==> config.mk <==
export PLATFORM = sky130hd
export DESIGN_NAME = aes_block_assembler
export DESIGN_NICKNAME = d
export VERILOG_FILES = /design/src/rtl/aes_package.sv /design/src/rtl/aes_block_assembler.sv
export SDC_FILE = /design/constraint.sdc
export NUM_CORES = 1
export LEC_CHECK = 0
export ABC_CLOCK_PERIOD_IN_PS = 2400
export BUFFER_PORTS_ARGS = -buffer_cell sky130_fd_sc_hd__buf_2
export CAP_MARGIN = 20
export CORE_MARGIN = 4
export CORE_UTILIZATION = 48
export DETAILED_ROUTE_END_ITERATION = 12
export HOLD_SLACK_MARGIN = 0.1
export PLACE_DENSITY = 0.77
export SLEW_MARGIN = 15
export SYNTH_ARGS = -nofsm -noshare
export SYNTH_HDL_FRONTEND = slang
export SYNTH_SLANG_ARGS = --single-unit
export TNS_END_PERCENT = 20
==> constraint.sdc <==
create_clock -name clk -period 2.4 [get_ports clk]
set_input_delay 0.36 -clock clk [delete_from_list [all_inputs] [get_ports clk]]
set_output_delay 0.36 -clock clk [all_outputs]
set_load 0.005 [all_outputs]
==> src/rtl/aes_package.sv <==
// Shared AES datapath types and helpers: word/block widths, the input
// assembler state encoding and a byte-granular word mask.
package aes_package;

    localparam int AES_WORD_W  = 32;
    localparam int AES_BLOCK_W = 128;

    typedef enum logic [1:0] {
        ASM_IDLE,
        ASM_FILL,
        ASM_HOLD,
        ASM_DONE
    } aes_asm_state_t;

    // Zero every byte whose index is >= nbytes; byte 0 is bits [7:0].
    function automatic logic [AES_WORD_W-1:0] aes_word_mask(input logic [AES_WORD_W-1:0] word,
                                                            input logic [2:0]            nbytes);
        logic [AES_WORD_W-1:0] r;
        r = word;
        for (int i = 0; i < 4; i++) begin
            if (3'(i) >= nbytes) begin
                r[8*i +: 8] = 8'h00;
            end
        end
        return r;
    endfunction

endpackage

==> src/rtl/aes_block_assembler.sv <==
// Packs 32-bit streamer words into zero-padded 128-bit AES blocks (AES_ASM_BYTE_SWAP_EN: byte-reverse words).
// Latency: block valid the cycle after its closing word is accepted; done_o one cycle after the final handshake.
// Backpressure: in_ready_o is low while a block waits in HOLD; the block is held stable until blk_ready_i.
module aes_block_assembler
    import aes_package::*;
#(
    parameter int WORD_W  = AES_WORD_W,
    parameter int BLOCK_W = AES_BLOCK_W
) (
    input  logic               clk,
    input  logic               reset_n,
    input  logic               clear,
    input  logic               start_i,
    input  logic [31:0]        byte_len_i,
    input  logic [WORD_W-1:0]  in_data_i,
    input  logic               in_valid_i,
    output logic               in_ready_o,
    output logic [BLOCK_W-1:0] blk_data_o,
    output logic               blk_valid_o,
    input  logic               blk_ready_i,
    output logic               blk_last_o,
    output logic [4:0]         blk_bytes_o,
    output logic               busy_o,
    output logic               done_o
);

    aes_asm_state_t     state_q, state_d;
    logic [BLOCK_W-1:0] buf_q, buf_d;
    logic [31:0]        rem_q, rem_d;
    logic [1:0]         word_cnt_q, word_cnt_d;
    logic [4:0]         bytes_q, bytes_d;
    logic               last_q, last_d;

    logic [2:0]         take;
    logic [WORD_W-1:0]  word_in;

    always_comb begin
        take = (rem_q >= 32'd4) ? 3'd4 : rem_q[2:0];
`ifdef AES_ASM_BYTE_SWAP_EN
        word_in = {in_data_i[7:0], in_data_i[15:8], in_data_i[23:16], in_data_i[31:24]};
`else
        word_in = in_data_i;
`endif
    end

    always_comb begin
        state_d    = state_q;
        buf_d      = buf_q;
        rem_d      = rem_q;
        word_cnt_d = word_cnt_q;
        bytes_d    = bytes_q;
        last_d     = last_q;

        unique case (state_q)
            ASM_IDLE: begin
                if (start_i) begin
                    if (byte_len_i != 32'd0) begin
                        rem_d      = byte_len_i;
                        buf_d      = '0;
                        word_cnt_d = 2'd0;
                        bytes_d    = 5'd0;
                        last_d     = 1'b0;
                        state_d    = ASM_FILL;
                    end else begin
                        state_d = ASM_DONE;
                    end
                end
            end
            ASM_FILL: begin
                if (in_valid_i) begin
                    buf_d[{word_cnt_q, 5'b0} +: WORD_W] = aes_word_mask(word_in, take);
                    rem_d      = rem_q - 32'(take);
                    word_cnt_d = word_cnt_q + 2'd1;
                    bytes_d    = bytes_q + 5'(take);
                    if (word_cnt_q == 2'd3 || rem_q <= 32'd4) begin
                        last_d  = (rem_q <= 32'd4);
                        state_d = ASM_HOLD;
                    end
                end
            end
            ASM_HOLD: begin
                if (blk_ready_i) begin
                    // The buffer is emptied either way so stale data never leaks out after the job.
                    buf_d      = '0;
                    word_cnt_d = 2'd0;
                    bytes_d    = 5'd0;
                    last_d     = 1'b0;
                    state_d    = last_q ? ASM_DONE : ASM_FILL;
                end
            end
            ASM_DONE: begin
                state_d = ASM_IDLE;
            end
            default: state_d = ASM_IDLE;
        endcase

        if (clear) begin
            state_d    = ASM_IDLE;
            buf_d      = '0;
            rem_d      = 32'd0;
            word_cnt_d = 2'd0;
            bytes_d    = 5'd0;
            last_d     = 1'b0;
        end
    end

    always_ff @(posedge clk or negedge reset_n) begin
        if (!reset_n) begin
            state_q    <= ASM_IDLE;
            buf_q      <= '0;
            rem_q      <= 32'd0;
            word_cnt_q <= 2'd0;
            bytes_q    <= 5'd0;
            last_q     <= 1'b0;
        end else begin
            state_q    <= state_d;
            buf_q      <= buf_d;
            rem_q      <= rem_d;
            word_cnt_q <= word_cnt_d;
            bytes_q    <= bytes_d;
            last_q     <= last_d;
        end
    end

    assign in_ready_o  = (state_q == ASM_FILL);
    assign blk_valid_o = (state_q == ASM_HOLD);
    assign busy_o      = (state_q != ASM_IDLE);
    assign done_o      = (state_q == ASM_DONE);
    assign blk_data_o  = buf_q;
    assign blk_last_o  = last_q;
    assign blk_bytes_o = bytes_q;

endmodule

# Yosys cells after proc, flatten, opt, wreduce, memory -nomap -nowiden
# Index checks and enable logic that the tools add are counted.
[classes] add_sub_neg=4 magnitude_cmp=6 eq_ne=9 shift=2 n_mux=52 n_reduce_logical=10
[op_table] operator="2-to-1 mux 128 bit" n=5
[op_table] operator="one-hot mux 128 bit (3 select lines)" n=1
[op_table] operator="bitwise mux 128 bit" n=1
[op_table] operator="2-to-1 mux 32 bit" n=4
[op_table] operator="variable shift 32 x 9 -> 128 bit, first input constant" n=1
[op_table] operator="indexed part select 32 x 9 -> 128 bit" n=1
[op_table] operator="2-to-1 mux 8 bit" n=12
[op_table] operator="one-hot mux 32 bit (2 select lines)" n=1
[op_table] operator="greater-or-equal comparator 32 x 3 -> 1 bit, second input constant" n=1
[op_table] operator="<= comparator 32 x 3 -> 1 bit, second input constant" n=1
[op_table] operator="nonzero test 32 bit" n=1
[op_table] operator="subtractor 32 x 3 -> 32 bit" n=1
[op_table] operator="2-to-1 mux 5 bit" n=5
[op_table] operator="2-to-1 mux 2 bit" n=12
[op_table] operator="one-hot mux 5 bit (3 select lines)" n=1
[op_table] operator="inequality test 3 bit, second input constant" n=3
[op_table] operator="negator 7 -> 9 bit" n=1
[op_table] operator="one-hot mux 2 bit (4 select lines)" n=1
[op_table] operator="AND reduction 4 bit" n=2
[op_table] operator="== test 2 bit, second input constant" n=3
[op_table] operator="greater-or-equal comparator 1 x 3 -> 1 bit, first input constant" n=2
[op_table] operator="greater-or-equal comparator 2 x 3 -> 1 bit, first input constant" n=2
[op_table] operator="2-to-1 mux 1 bit" n=6
[op_table] operator="inequality test 3 x 2 -> 1 bit, second input constant" n=2
[op_table] operator="other kinds (13)" n=13
[totals] register_bits=170 in_bits=70 out_inout_bits=138

# Depth between registers and ports, before layout
# Gate-level depths: netlist of the first run.
[depth] depth_word=11 mapped_depth=13 depth_no_buf=11

# Worst setup path after synthesis of the first run
# Ideal clock, no wire load.
[synth_timing] kind="reg2reg" start="reg rem_q[6]" end="reg bytes_q[3] (netlist: blk_bytes_o[3])" setup_time_ns=0.095 arrival_time_ns=2.541 slack_ns=-0.237 stages_incl_launch_ff=11 n_path_buf=0 synth_period_minus_slack_ns=2.637 cell_sequence="dfrtp_1 > nor4_4 > nand4_4 > nor4_4 > and2_1 > ha_1 > a21o_1 > a21oi_1 > and2_1 > o21ai_0 > o31ai_1"
[synth_between] elab_chain_cells=6
[synth_lines] element="start, declared" line="aes_block_assembler.sv:29" text="logic [31:0] rem_q, rem_d;"
[synth_lines] element="start signal, assigned" line="aes_block_assembler.sv:118" text="rem_q <= rem_d;"
[synth_lines] element="greater-or-equal comparator 32 x 3 -> 1 bit" line="aes_block_assembler.sv:38" text="take = (rem_q >= 32'd4) ? 3'd4 : rem_q[2:0];"
[synth_lines] element="2-to-1 mux 3 bit" line="aes_block_assembler.sv:38"
[synth_lines] element="adder 5 x 3 -> 5 bit" line="aes_block_assembler.sv:74" text="bytes_d = bytes_q + 5'(take);"
[synth_lines] element="2-to-1 mux 5 bit" line="aes_block_assembler.sv:70" text="if (in_valid_i) begin"
[synth_lines] element="one-hot mux 5 bit (3 select lines)" line="aes_block_assembler.sv:54" text="unique case (state_q)"
[synth_lines] element="2-to-1 mux 5 bit" line="aes_block_assembler.sv:97" text="if (clear) begin"
[synth_lines] element="end signal, assigned" line="aes_block_assembler.sv:120" text="bytes_q <= bytes_d;"
[synth_lines] element="end, declared" line="aes_block_assembler.sv:31" text="logic [4:0] bytes_q, bytes_d;"
# Every way passes these cells. The select of a mux whose other input is x is not followed.
# A chain may end at the register's enable or synchronous reset.

# Worst setup path after layout of the first run
[layout_timing] start="reg rem_q[5]" end="reg bytes_q[2] (netlist: blk_bytes_o[2])"
# Same word-level chain as after synthesis.

==> results of run 1 <==
[cells in the mapped netlist, types with 6 or more instances]
cell       count  area (sq um)
dfrtp_1      170          4250
a22o_1       134          1170
nand2_1       38           143
nor2_1        37           139
o21ai_0       32           160
clkbuf_1      28           105
a21oi_1       24           120
nor4_1        21           131
inv_1         14          52.6
a22oi_1       11          82.6
nor3_1        11          55.1
ha_1           9           113
nand2b_1       9          56.3
nand4_1        7          43.8
o2bb2ai_1      7          61.3
o31ai_1        7          52.6
nand3_1        6          30.0
[area by class of cell]
class                   instances  area [sq um]  share of cell area, %
clock buffers                  17           425                   4.12
clock inverters                15           186                   1.80
inverters                      15          58.8                  0.569
multi-input cells             446          3350                   32.4
flip-flops and latches        170          4250                   41.2
well taps                     211           264                   2.56
repair buffers                292          1790                   17.3
[cell families (layout without fill, tap and decap cells)]
| family | after synthesis | in the layout | synth area share, % |
|---|---|---|---|
| other | 1 | 1 | 0.0493 |
| and+or+nand+nor | 171 | 171 | 12.7 |
| DFF | 170 | 170 | 55.9 |
| muxes | 1 | 1 | 0.148 |
| adders and majority gates | 10 | 10 | 1.74 |
| buffers and inverters | 47 | 339 | 2.35 |
| AOI/OAI and AO/OA | 262 | 262 | 27.0 |
| xor gates and xnor gates | 1 | 1 | 0.115 |
[worst max-delay path, cell delays in order, from the launching register on]
cell and delay, ps:
dfrtp_1 410, nor4_4 390, nand4_4 190, nor4_4 340, and2_1 180, ha_2 190
fa_2 210, buf_4 110, buf_6 90, xnor2_2 60, o31ai_1 210
[power groups by stage]
stage	clock network [mW]	logic [mW]	registers, mW
floorplan	0	1.43	3.39
global placement	0	2.89	3.35
detailed placement	0	2.92	3.35
CTS	2.81	2.97	3.31
global route	2.94	3.29	3.34
finish	2.79	3.08	3.32
[per-stage QoR]
stage	setup slack [ps]	TNS (ps)	total power, mW	instance area [sq um]
after CTS	-56.4	-395	9.09	10200
after global routing	-235	-9600	9.57	10300
after detailed placement	-104	-5090	6.28	9550
final	-67.2	-131	9.18	10300
after floorplan	-234	-523	4.82	7610
after global placement	-47.8	-212	6.24	9550
[repair_timing]
action                     4_1_cts  5_1_grt
hold buffers                     1        0
pin swaps                        6        3
buffers inserted                 2        2
hold endpoints to repair        52        0
resized for setup                7       25
setup endpoints to repair      102      137
[per-layer routing]
layer	vias to the layer above	GRT usage (%)
li1	3169	-
met3	67	6.00
met5	-	0
met1	3489	37.2
met2	414	40.4
met4	0	11.8
[final timing paths]
path | slack, ps | start | cells after the start | endpoint
worst max-delay path | -70 | rem_q[5] | 10 | blk_bytes_o[2]
worst min-delay path | 150 | byte_len_i[8] | 3 | rem_q[8]
worst max register to register | -70 | rem_q[5] | 10 | blk_bytes_o[2]
worst min register to register | 490 | blk_bytes_o[4] | 1 | blk_bytes_o[4]
max in group asynchronous | 1260 | reset_n | 3 | blk_data_o[108]
min in group asynchronous | 470 | reset_n | 2 | rem_q[8]
[sequential cells by signal (all words and copies together), names as in the netlist]
name / count
blk_last_o: 1
rem_q: 32
state_q: 2
blk_bytes_o: 5
word_cnt_q: 2
blk_data_o: 128
[placed cells by master, fill, tap and decap left out, types with 4 or more instances in the layout]
cell	n
nor2_4	5
dfrtp_1	170
or3_1	4
a21oi_4	5
nor2_1	25
o211ai_1	4
buf_4	74
buf_2	206
a32oi_1	5
buf_12	8
o2bb2ai_1	7
and3_1	4
a22o_1	134
a21oi_1	19
a22oi_1	11
o31ai_1	7
nor4_4	4
ha_1	7
nand4_1	7
or4_1	4
inv_1	14
o31a_1	4
nand3_1	6
o21ai_0	31
and2_1	4
nand2b_1	9
clkinv_8	4
nor3_1	11
clkbuf_16	17
nand2_1	38
inv_8	5
nor4_1	18
o22ai_1	5
nor2_2	12
==> results.ini, run 1 <==
[floorplanning]
fp-row-count=45
start_util_pct=49.5
boundaryPins=208
dieHeight_um=134
die_area_sq_mm=0.0179
die_w_um=134
core_region_area_sq_mm=0.0154

[synth]
yosys_register_bits=170
ys_types=66
synthFlopType=dfrtp_1
synthCells=663
yosysWarnings=0
synth_edf_count=0
synth_area_sq_mm=0.00761
seq_area_frac_synth_pct=55.9
synth-async-reset-ratio_pct=100
syn-mean-instance-area_sq_um=11.5
synth_nets=743

[flow_run]
maxCapViolations=0

[drt]
post_drt_wl_per_cell_um=21.1
route.detailed.drc=0
topRoutingLayerUsed=met4
dr.pass1.iters=5
met2WireLength_mm=11.3
via_per_inst=6.12
drtIter0Drc=680
drt-met1-wl_mm=10.3
vias=7139
antenna_left=0
routed_wirelength_mm=24.6
wl_met3_mm=2.06

[sta]
grt_setup_unrepaired=yes
whs_ps=150
worstMarginPinSlew_ps=868
fmax_mhz=405
setup_ws_ps=-67.2
finalMaxSlewViolations=0
slew_headroom_pct=41.7
fin_skew_ps=18.4
hold_viol=0
period_minus_slack_ps=2470
min_period_over_period_pct=103
setup_violations=10

[clocking]
htree_num_levels=4
cts_buffers=17
clkTransAtPathRegs_ps=70
root_buffer=clkbuf_16
cts_tree=done
clk_latency_ps=440
clock_sinks=170
cts_max_path_buffers=2

[finish]
diodes=0
final_util_pct=67.2
syn_to_final_growth_pct=35.7
num-nets-final=1022
fillCellCount=1194
drive_gt1_share_pct=38.4
instances_no_fill=1166

[hold_path]
hold_class=primary input to register

[placement]
routabilityCongestion=0.966
dpl.cell_count=1129
dp_hpwl_mm=17.5
numPortBuffers=207

[power]
pwr-share-clk_pct=30.4
leakage_nw=5.30
seq_power_share_pct=36.1
switching_share_pct=37.0
p_int_mw=5.79
peakVddDrop_mv=0.578
power_density_mw_per_mm2=889
combPwrFrac_pct=33.5
p_sw_mw=3.40

[worst_setup_path]
crit_type=register to register
crit_path_max_fanout=4
cp-start-kind=register
required_ps=2740
endpoint_kind=register
arrival_ps=2810

[global_route]
grt_pass1_wl_mm=38.0
grt_usage_pct=26.7
overflow=0
first_global_vias=6897
antenna_found_initial=0
grt_start_max_net_pins=57

[outcome]
status=finished with violations
violations=negative setup slack

(Power assumes the default switching activity.)
==> inputs of run 2 (changes only) <==
Settings changed: RECOVER_POWER set to 25.
==> run 2 against run 1 <==
Die area unchanged. Clock skew is 2.5 ps higher. Cell area decreased by 0.29%. Final cell count unchanged. Critical path type unchanged. Total power is 0.13% lower. Largest cell class unchanged. Non-clock buffer count stayed put. Critical path depth is the same. The flow still finishes with violations (negative setup slack). Highest routed layer unchanged. Worst hold slack is essentially flat.
==> results.ini, run 2 (synthesis results as in run 1) <==
[outcome]
status=finished with violations  ; unchanged
violations=negative setup slack  ; unchanged

[sta]
tns_ps=-90.9  ; was -131 ps
slew_headroom_pct=1.15  ; was 41.7%
setup_violations=3  ; was 10
hold_viol=0  ; unchanged
grt_setup_unrepaired=yes  ; unchanged
finalMaxSlewViolations=0  ; unchanged
setup_ws_ps=-62.5  ; was -67.2 ps
fmax_mhz=406  ; was 405 MHz
worstMarginPinSlew_ps=1480  ; was 868 ps
period_minus_slack_ps=2460  ; was 2470 ps
fin_skew_ps=20.9  ; was 18.4 ps
min_period_over_period_pct=103  ; about the same

[power]
p_sw_mw=3.39  ; was 3.40 mW
p_int_mw=5.78  ; was 5.79 mW
pwr-share-clk_pct=30.4  ; about the same
leakage_nw=5.29  ; was 5.30 nW
combPwrFrac_pct=33.4  ; was 33.5%
switching_share_pct=37.0  ; about the same
peakVddDrop_mv=0.579  ; was 0.578 mV
power_density_mw_per_mm2=890  ; was 889 mW/mm^2
seq_power_share_pct=36.2  ; was 36.1%

[global_route]
overflow=0  ; unchanged
grt_pass1_wl_mm=38.0  ; unchanged
first_global_vias=6897  ; unchanged
grt_start_max_net_pins=57  ; unchanged
grt_usage_pct=26.7  ; unchanged
antenna_found_initial=0  ; unchanged

[finish]
largest_reg_flops=128  ; unchanged
drive_gt1_share_pct=38.3  ; was 38.4%
fillCellCount=1200  ; was 1194
num-nets-final=1022  ; unchanged
fin_area_sq_mm=0.0103  ; about the same
diodes=0  ; unchanged
seq_area_sq_mm=0.00425  ; unchanged
syn_to_final_growth_pct=35.3  ; was 35.7%
final_common_cell=buf_2  ; unchanged
layout_common_cells=buf_2 (206), dfrtp_1 (170), a22o_1 (134)  ; unchanged
multi_input_area_sq_mm=0.00335  ; unchanged

[floorplanning]
die_area_sq_mm=0.0179  ; unchanged
fp-row-count=45  ; unchanged
start_util_pct=49.5  ; unchanged
dieHeight_um=134  ; unchanged
die_w_um=134  ; unchanged
core_region_area_sq_mm=0.0154  ; unchanged
boundaryPins=208  ; unchanged

[placement]
dp_hpwl_mm=17.5  ; unchanged
numPortBuffers=207  ; unchanged
routabilityCongestion=0.966  ; unchanged
place_area_sq_mm=0.00955  ; unchanged
place_ws_ps=-104  ; unchanged

[clocking]
cts_max_path_buffers=2  ; unchanged
clkTransAtPathRegs_ps=80  ; was 70 ps
cts_tree=done  ; unchanged
root_buffer=clkbuf_16  ; unchanged
htree_num_levels=4  ; unchanged
cts_buffers=17  ; unchanged
clock_sinks=170  ; unchanged
clk_latency_ps=440  ; about the same

[worst_setup_path]
cp_top_family=simple AND/OR/NAND/NOR gates  ; unchanged
r2r_cells=10  ; unchanged
r2r_slack_ps=-60  ; was -70 ps
cp_slowest_cell=dfrtp_1  ; unchanged
required_ps=2740  ; about the same
endpoint_kind=register  ; unchanged
path_buf_inv=2  ; unchanged
crit_chain=nor4_4 -> nand4_4 -> nor4_4 -> and2_1 -> ha_2 -> fa_2 -> buf_4 -> buf_6 -> xnor2_2 -> o31ai_1  ; unchanged
crit_type=register to register  ; unchanged
crit_path_max_fanout=4  ; unchanged
r2r-end=blk_bytes_o[2]  ; unchanged
arrival_ps=2800  ; was 2810 ps
critPathMaxStageDelay_ps=410  ; about the same
cp-start-kind=register  ; unchanged
path_common_cell=nor4_4  ; unchanged
r2r_start=rem_q[5]  ; unchanged

[hold_path]
hold_class=primary input to register  ; unchanged
holdPathStages=3  ; unchanged
hp-start=byte_len_i[8]  ; unchanged
min_to=rem_q[8]  ; unchanged

[drt]
vias=7181  ; was 7139
post_drt_wl_per_cell_um=21.1  ; about the same
via_per_inst=6.16  ; was 6.12
drtIter0Drc=699  ; was 680
route.detailed.drc=0  ; unchanged
antenna_left=0  ; unchanged
routed_wirelength_mm=24.5  ; was 24.6 mm
dr.pass1.iters=5  ; unchanged

[flow_run]
maxCapViolations=0  ; unchanged

## run 2: cell types whose count changed in the layout (fill, tap and decap cells not counted), sizes merged
| cell | change |
|---|---|
| clkbuf | +3 |
| buf | -3 |
## run 2: through the flow
step	instances	util, %	hold WS [ps]	power, mW
floorplan	663	-	64.4	4.82
global placement	1129	62.1	368	6.24
detailed placement	1129	62.1	370	6.28
CTS	1164	66.5	138	9.09
global route	1166	67.0	154	9.56
finish	1166	67.0	150	9.17
## run 2: tightest hold or removal path: cells and delay by family
family / cells / cell delay, ps
buffers and inverters: 1 / 90
AND/OR/NAND/NOR: 2 / 90
## run 2: worst max path at each step
stage | from | to | slack, ps | cells past startpoint
after floorplan | rem_q[27] | blk_bytes_o[3] | -230 | 11
after detailed placement | rem_q[28] | blk_bytes_o[3] | -100 | 10
after global placement | rem_q[28] | blk_bytes_o[3] | -50 | 10
after CTS | rem_q[6] | blk_bytes_o[4] | -60 | 10
after global routing | rem_q[11] | blk_bytes_o[2] | -240 | 10
final | rem_q[5] | blk_bytes_o[2] | -60 | 10
## run 2: cell type report
class                      instances  area share, %
clock inverter                    15           1.81
inverter                          15          0.571
multi-input combinational        446           32.5
sequential                       170           41.3
timing repair buffer             292           17.1
tap                              211           2.56
clock buffer                      17           4.13
## run 2: power by group through the flow
stage / clock (mW) / combinational (mW) / sequential [mW]
floorplan: 0 / 1.43 / 3.39
detailed placement: 0 / 2.92 / 3.35
finish: 2.79 / 3.07 / 3.32
global route: 2.94 / 3.28 / 3.34
CTS: 2.81 / 2.97 / 3.31
global placement: 0 / 2.89 / 3.35
## run 2: what timing repair did
item | 4_1_cts | 5_1_grt
resized for setup | 7 | 25
cloned | 0 | 0
hold endpoints to repair | 52 | 0
buffers inserted | 2 | 2
pin swaps | 6 | 3
endpoints found under the setup margin | 102 | 137
hold buffers | 1 | 0
## run 2: metal layers
layer  up-vias  share of wire, %  track usage [%]
met5         -                 0                0
met3        67               8.7             6.00
met4         0               3.6             11.8
li1       3172                 -                -
met2       432                46             40.4
met1      3510                41             37.2
